===== src/rtl/fetch_stage.sv =====
// ---------------------------------------------------------------------------
// fetch_stage
// Instruction-fetch stage that sits directly after the program counter.
// It issues instruction-memory reads at pcaddr and registers each returned
// word into the IF/ID latch. When decode stalls, a one-entry skid buffer
// holds the next word. A flush discards any words fetched down the wrong
// path. fetch_accept tells the PC when it may advance.
//
// Optional feature: define FETCH_PERF_EN to add three 32-bit performance
// counters (perf_fetched, perf_stall, perf_squash). These counters never
// influence the datapath.
//
// Ports
//   CLK, RST          clock; synchronous active-high reset
//   pcaddr            current PC
//   imemREN/imemaddr  instruction read request / address (combinational)
//   ihit/imemload     memory returns a word this cycle
//   id_stall          decode cannot consume IF/ID this cycle
//   flush             redirect; squashes all younger words
//   fetch_accept      a word was captured this cycle (PC advance enable)
//   ifid_valid/instr/pc/npc   registered IF/ID latch
// ---------------------------------------------------------------------------
module fetch_stage #(
  parameter int ADDR_W = 32,
  parameter int DATA_W = 32
) (
  input  logic              CLK,
  input  logic              RST,
  input  logic [ADDR_W-1:0] pcaddr,
  output logic              imemREN,
  output logic [ADDR_W-1:0] imemaddr,
  input  logic              ihit,
  input  logic [DATA_W-1:0] imemload,
  input  logic              id_stall,
  input  logic              flush,
  output logic              fetch_accept,
  output logic              ifid_valid,
  output logic [DATA_W-1:0] ifid_instr,
  output logic [ADDR_W-1:0] ifid_pc,
  output logic [ADDR_W-1:0] ifid_npc
`ifdef FETCH_PERF_EN
  ,
  output logic [31:0]       perf_fetched,
  output logic [31:0]       perf_stall,
  output logic [31:0]       perf_squash
`endif
);

  typedef enum logic [0:0] {REQ = 1'b0, BUF = 1'b1} state_t;

  localparam logic [ADDR_W-1:0] PC_STEP = ADDR_W'(32'd4);

  state_t            state_r;
  logic              ifid_valid_r;
  logic [DATA_W-1:0] ifid_instr_r;
  logic [ADDR_W-1:0] ifid_pc_r;
  logic [ADDR_W-1:0] ifid_npc_r;
  logic              skid_valid_r;
  logic [DATA_W-1:0] skid_instr_r;
  logic [ADDR_W-1:0] skid_pc_r;

  logic              consume_s;
  logic              room_s;

  assign consume_s = ifid_valid_r & ~id_stall;
  // IF/ID can accept a new word if it is empty or is being drained this cycle.
  assign room_s    = ~ifid_valid_r | consume_s;
  assign imemaddr  = pcaddr;

  // Read request and accept strobe, gated off while in reset.
  always_comb begin
    imemREN      = 1'b0;
    fetch_accept = 1'b0;
    if (RST) begin
      imemREN      = 1'b0;
      fetch_accept = 1'b0;
    end else if (state_r == REQ) begin
      imemREN      = 1'b1;
      fetch_accept = ihit & ~flush;
    end else begin
      imemREN      = 1'b0;
      fetch_accept = 1'b0;
    end
  end

  // Fetch FSM, IF/ID latch and skid buffer.
  always_ff @(posedge CLK) begin
    if (RST) begin
      state_r      <= REQ;
      ifid_valid_r <= 1'b0;
      ifid_instr_r <= '0;
      ifid_pc_r    <= '0;
      ifid_npc_r   <= '0;
      skid_valid_r <= 1'b0;
      skid_instr_r <= '0;
      skid_pc_r    <= '0;
    end else if (flush) begin
      // Wrong-path words are dropped; the next cycle fetches the new pcaddr.
      ifid_valid_r <= 1'b0;
      skid_valid_r <= 1'b0;
      state_r      <= REQ;
    end else begin
      case (state_r)
        REQ: begin
          if (ihit) begin
            if (room_s) begin
              ifid_valid_r <= 1'b1;
              ifid_instr_r <= imemload;
              ifid_pc_r    <= pcaddr;
              ifid_npc_r   <= pcaddr + PC_STEP;
            end else begin
              // Decode is stalled: park the word and stop requesting.
              skid_valid_r <= 1'b1;
              skid_instr_r <= imemload;
              skid_pc_r    <= pcaddr;
              state_r      <= BUF;
            end
          end else if (consume_s) begin
            ifid_valid_r <= 1'b0;
          end
        end
        BUF: begin
          if (consume_s) begin
            ifid_valid_r <= 1'b1;
            ifid_instr_r <= skid_instr_r;
            ifid_pc_r    <= skid_pc_r;
            ifid_npc_r   <= skid_pc_r + PC_STEP;
            skid_valid_r <= 1'b0;
            state_r      <= REQ;
          end
        end
        default: begin
          state_r      <= REQ;
          ifid_valid_r <= 1'b0;
          skid_valid_r <= 1'b0;
        end
      endcase
    end
  end

  assign ifid_valid = ifid_valid_r;
  assign ifid_instr = ifid_instr_r;
  assign ifid_pc    = ifid_pc_r;
  assign ifid_npc   = ifid_npc_r;

`ifdef FETCH_PERF_EN
  logic [31:0] perf_fetched_r;
  logic [31:0] perf_stall_r;
  logic [31:0] perf_squash_r;

  // Free-running event counters; they wrap naturally at 2^32.
  always_ff @(posedge CLK) begin
    if (RST) begin
      perf_fetched_r <= 32'd0;
      perf_stall_r   <= 32'd0;
      perf_squash_r  <= 32'd0;
    end else begin
      if (fetch_accept) begin
        perf_fetched_r <= perf_fetched_r + 32'd1;
      end
      if ((imemREN & ~ihit) | (state_r == BUF)) begin
        perf_stall_r <= perf_stall_r + 32'd1;
      end
      if (flush & (ifid_valid_r | skid_valid_r | ihit)) begin
        perf_squash_r <= perf_squash_r + 32'd1;
      end
    end
  end

  assign perf_fetched = perf_fetched_r;
  assign perf_stall   = perf_stall_r;
  assign perf_squash  = perf_squash_r;
`endif

endmodule

===== config.mk =====
export PLATFORM = sky130hd
export DESIGN_NAME = fetch_stage
export DESIGN_NICKNAME = d
export VERILOG_FILES = /design/src/rtl/fetch_stage.sv
export SDC_FILE = /design/constraint.sdc
export NUM_CORES = 1
export LEC_CHECK = 0
export BUFFER_PORTS_ARGS = -buffer_cell sky130_fd_sc_hd__buf_2
export CAP_MARGIN = 15
export CORE_ASPECT_RATIO = 1.4
export CORE_MARGIN = 5
export CORE_UTILIZATION = 48
export DETAILED_ROUTE_END_ITERATION = 16
export MAX_ROUTING_LAYER = met4
export PLACE_DENSITY = 0.77
export SYNTH_ARGS = -nofsm -noshare
export SYNTH_HDL_FRONTEND = slang
export SYNTH_SLANG_ARGS = --single-unit

===== constraint.sdc =====
create_clock -name CLK -period 2.95 [get_ports CLK]
set_input_delay 0.59 -clock CLK [delete_from_list [all_inputs] [get_ports CLK]]
set_output_delay 0.59 -clock CLK [all_outputs]
set_load 0.05 [all_outputs]

# Word level (Yosys, flattened, before mapping)
# Cells that the tools add are included.
totals:
  register_bits: 162
  input_bits: 69
  out_inout_bits: 131
  elab_cells: 51
op_classes:
  muxes: 25
  n_reduce_logical: 4
  addsub: 2
  bitwise: 8
  n_eq_ne: 5
ops:
  columns: ["op", "n"]
  rows:
  - ["two-way mux 32 bit", 9]
  - ["one-hot mux 32 bit (2 select lines)", 3]
  - ["adder 32 x 3 -> 32 bit (second input constant)", 2]
  - ["two-way mux 1 bit", 11]
  - ["AND reduction 4 bit", 2]
  - ["!= test 3 bit (second input constant)", 2]
  - ["NOT 1 bit", 5]
  - ["!= test 2 bit (second input constant)", 2]
  - ["one-hot mux 1 bit (2 select lines)", 2]
  - ["AND reduction 3 bit", 1]
  - ["bitwise AND 1 bit", 2]
  - ["!= test 2 x 1 -> 1 bit (second input constant)", 1]
  - ["OR reduction 2 bit", 1]
  - ["bitwise OR 1 bit", 1]

# Logic depth before layout (Yosys ltp)
depth:
  ltp_word: 6
  depth_mapped: 13
  depth_no_buf: 7

# Worst setup path after synthesis
# OpenSTA, ideal clock, no wires.
synth_path:
  kind: "register to register"
  from: "reg state_r"
  to: "reg ifid_npc_r[30] (netlist: ifid_npc[30])"
  t_required_ns: 2.871
  path_slack_ns: -0.009
  t_arrival_ns: 2.880
  path_stages_with_launch: 14
  setup_time_ns: 0.079
  path_cell_list: "dfxtp_1 > buf_6 > buf_6 > buf_2 > buf_4 > buf_4 > mux2_2 > ha_1 > nand4_1 > a21oi_4 > nand4_2 > buf_6 > or4_1 > o211ai_1"
synth_via:
  elab_chain_len: 3
  word_cells_on_any_way: 6
  cone_classes: "eq/ne (3); mux (1); bitwise (1); reduce/logical (1)"
synth_rtl:
  columns: ["element", "line_no", "source"]
  rows:
  - ["start, declared", "53", "state_t state_r;"]
  - ["start signal, assigned", "89", "state_r <= REQ;"]
  - ["start signal, assigned", "101", "state_r <= REQ;"]
  - ["start signal, assigned", "116", "state_r <= BUF;"]
  - ["NOT 1 bit (no line)", null, null]
  - ["!= test 2 bit (no line)", null, null]
  - ["AND reduction 4 bit (no line)", null, null]
  - ["end signal, assigned", "110", "ifid_npc_r <= pcaddr + PC_STEP;"]
  - ["end signal, assigned", "127", "ifid_npc_r <= skid_pc_r + PC_STEP;"]
  - ["end, declared", "57", "logic [ADDR_W-1:0] ifid_npc_r;"]
# Parallel ways exist; a longest one is shown, timed or not.
# A chain may end at the register's enable or synchronous reset.

# Worst setup path in the final report
# Ends and elaborated chain as after synthesis.

==> results.md <==
* Global-route total usage across every layer at 0.215
* Reported leakage power at 0.00334 uW
* Setup skew after layout at between 6 and 7 ps
* Clk_lat worst skew at a little over 400 ps
* Number of synthesized flops with an enable pin at 0
* Post-synthesis xor/xnor area fraction at 0.0156
* Async SR Flop Fraction at 0
* Synth Area per Inst at 8.52 um2
* Fraction of the mapped netlist area in adder cells at 0.00171
* Power per cell area at 608 mW/mm2
* Flop and latch count out of synthesis at 160
* Wirelength, routed at 18700 um
* Post-synth net total at 929
* Area fraction in compound gates after synthesis at 0.170
* Combined area of all synthesized cells at 0.00732 mm2
* Sequential cell area fraction in the yosys report at 0.438
* Initial antenna violation count at 2
* Final Hold Violating Endpoints at 0
* Count of final max-slew check failures at 0
* Final weighted congestion of routability-driven global placement at between 0.8 and 0.9
* CP arrival at between 2000 and 3000 ps
* Simple logic cell fraction of the synthesized area at 0.204
* Worst reg2reg path endpoint: ifid_npc[30]$_SDFFE_PP0P_
* Reg2reg path depth at 7
* Most common library cells after synthesis: dfxtp_1, nand2_1, a21oi_1
* Number of violations of the max-capacitance limit at 0
* Top cells by area in the synthesized netlist: dfxtp_1, nand2_1, mux2i_1
* Pin count of the biggest net entering global routing at 101
* TritonCTS clock tree: yes
* Count of hold buffers inserted by post-cts repair at 0
* R2R Path Start: state_r$_SDFF_PP0_
* Mean number of vias per cell at 5.42
* Sum Neg Setup Slack at 0 ps
* Post-CTS repair timing setup buffer count at 0
* Clock tree root driver cell: clkbuf_16
* Minimum period implied by the final worst setup slack at 2630 ps
* Top fanout value on the critical path at 29
* Starting DRC count in detailed routing at 338
* Yosys synthesis warning count at 0
* Total setup violations reported at the end of the flow at 0
* Share of Yosys cell area claimed by the top area cell type at 0.438
* Synth unique cells at 55
* Hold Path Origin: imemload[4]
* Clock transition at path regs at 70 ps
* Min-Delay Path Class: input port to flip-flop
* R2R setup slack at 320 ps
* Remaining max-slew budget at the tightest pin at 0.570
* Combined area of the multi-input logic cells at 0.00357 mm2
* Count of antenna-violating nets left after detailed routing at 0
* Mean routed wirelength per cell at 15.7 um
* Data required time of the worst path at roughly 3300 ps
* Clock tree buffer depth at 2
* Peak VDD IR at 0.000318 V
* Transition time at the pin with the least slew margin at 627 ps
* First-pass GRT wire length at 30500 um
* Core Region at 0.0150 mm2
* DRC Markers at 0
* Die width at approximately 110 um
* Final period util at 0.893
* Final cell utilization of the core at 0.583
* H-tree lvl count at 4
* Multiplexer area fraction after synthesis at 0.0930
* Setup repair after global routing missed its margin: no
* Sink of the worst hold path: skid_instr_r[4]$_SDFFE_PP0P_
* Critical path class: flip-flop to flip-flop
* Placed wire-length estimate at between 10000 and 15000 um
* Most used standard cell by instance count after synthesis: dfxtp_1
* Die span in y at 156 um
* Synthesis-to-finish area growth at 19.5%
* Ys flop type: dfxtp_1
* Kind of end point of the critical path: flip-flop
* Effective utilization at floorplan at 0.488
* # rows at 53
* Highest achievable clock rate at 0.380 GHz
* Cells after synthesis at 859
* Area used by sequential logic in the layout at 0.00321 mm2
* Startpoint class of the critical path: flip-flop
* Number of input and output port buffers inserted at just under 200
* Num Clock Sinks at 160
* Area enclosed by the die boundary at 0.0179 mm2
* Combinational family with the most area after synthesis: simple AND/OR/NAND/NOR gates
* # IOs at 200
* Total gr overflow at 0
* Launching instance or port of the critical path: state_r$_SDFF_PP0_
* Layout cell share with drive strength beyond 1 at 0.268
* Instance count along the most critical hold path at 3
* Detailed-route via count at approximately 6500
* Filler Cells Inserted at approximately 1400
* Cts bufs inserted at 17
* Most area-hungry cell type in the Yosys netlist: dfxtp_1
* Resized Gates After CTS at 0
* Number of global-route vias before repair at 6089
* Final Net Count at between 1000 and 1500
* Number of detailed-routing iterations run before antenna repair at 4
* Result of the run: finished, final reports clean
layout by cell type (no fill, tap or decap), types with 7 or more instances in the layout:
master	netlist	routed
a211oi_1	63	63
a21oi_1	82	82
buf_2	11	198
buf_4	39	11
clkbuf_16	0	17
dfxtp_1	160	159
mux2_2	8	8
mux2i_1	59	59
nand2_1	158	158
nand3_1	21	21
nand3b_1	28	28
nand4_1	7	7
nor2_1	68	68
nor3_1	12	11
o21ai_0	18	18
xnor2_1	12	12
final cells by class:
| cell class | count | share of cell area |
|---|---|---|
| tap | 192 | 0.0275 |
| clock inverter | 14 | 0.0150 |
| clock buffer | 18 | 0.0491 |
| timing repair buffer | 213 | 0.132 |
| multi-input combinational | 595 | 0.408 |
| antenna | 2 | 0.000572 |
| inverter | 3 | 0.00129 |
| sequential | 160 | 0.367 |
worst max path at each step:
| stage | slack, ps | end | depth (start not counted) |
|---|---|---|---|
| 2_1_floorplan | 30 | ifid_npc[30]$_SDFFE_PP0P_ | 13 |
| 3_3_place_gp | 320 | ifid_npc[27]$_SDFFE_PP0P_ | 6 |
| 3_5_place_dp | 280 | ifid_npc[30]$_SDFFE_PP0P_ | 8 |
| 4_1_cts | 340 | ifid_npc[30]$_SDFFE_PP0P_ | 7 |
| 5_1_grt | 120 | ifid_npc[30]$_SDFFE_PP0P_ | 7 |
| 6_report | 320 | ifid_npc[30]$_SDFFE_PP0P_ | 7 |
state kept, by name (all words and copies together), names as in the netlist:
signal	count
state_r	1
ifid_valid	1
ifid_npc	30
ifid_instr	32
ifid_pc	32
skid_instr_r	32
skid_pc_r	32
cell families (layout without fill, tap and decap cells):
kind of cell             count (synthesis)  in the layout
AND/OR/NAND/NOR                        322            322
AO/OA/AOI/OAI                          192            192
flip-flops                             160            160
buffers and inverters                  104            248
multiplexers                            67             67
XOR/XNOR                                13             13
adder cells (fa/ha/maj)                  1              1
other                                    0              2
routing by layer:
layer | up-vias | part of all wire | track usage
li1 | 3265 | - | -
met4 | 0 | 0.018 | 0.0804
met3 | 20 | 0.057 | 0.0435
met1 | 3022 | 0.41 | 0.252
met5 | - | 0 | -
met2 | 180 | 0.51 | 0.362
report_power, final:
group          internal (uW)  switching [uW]
clock                   1180             935
combinational            232             669
sequential              2250            50.9
worst max-delay path, cell delays in order, from the launching register on:
cell	delay (ps)
dfxtp_4	570
mux2_2	240
ha_1	200
nand4b_1	220
a21oi_4	240
nand4_2	270
or4_1	610
o211ai_1	190
per-stage QoR:
| step | instances | setup slack (ps) | area [um2] | hold WS, ps | total power (uW) |
|---|---|---|---|---|---|
| after detailed placement | 1163 | 279 | 8180 | 444 | 3260 |
| after CTS | 1195 | 339 | 8740 | 404 | 5360 |
| after floorplan | 859 | 25.1 | 7320 | 433 | 3030 |
| final | 1197 | 316 | 8740 | 422 | 5310 |
| after global placement | 1163 | 316 | 8180 | 438 | 3240 |
| after global routing | 1197 | 116 | 8740 | 409 | 5540 |
(Power assumes the default switching activity.)
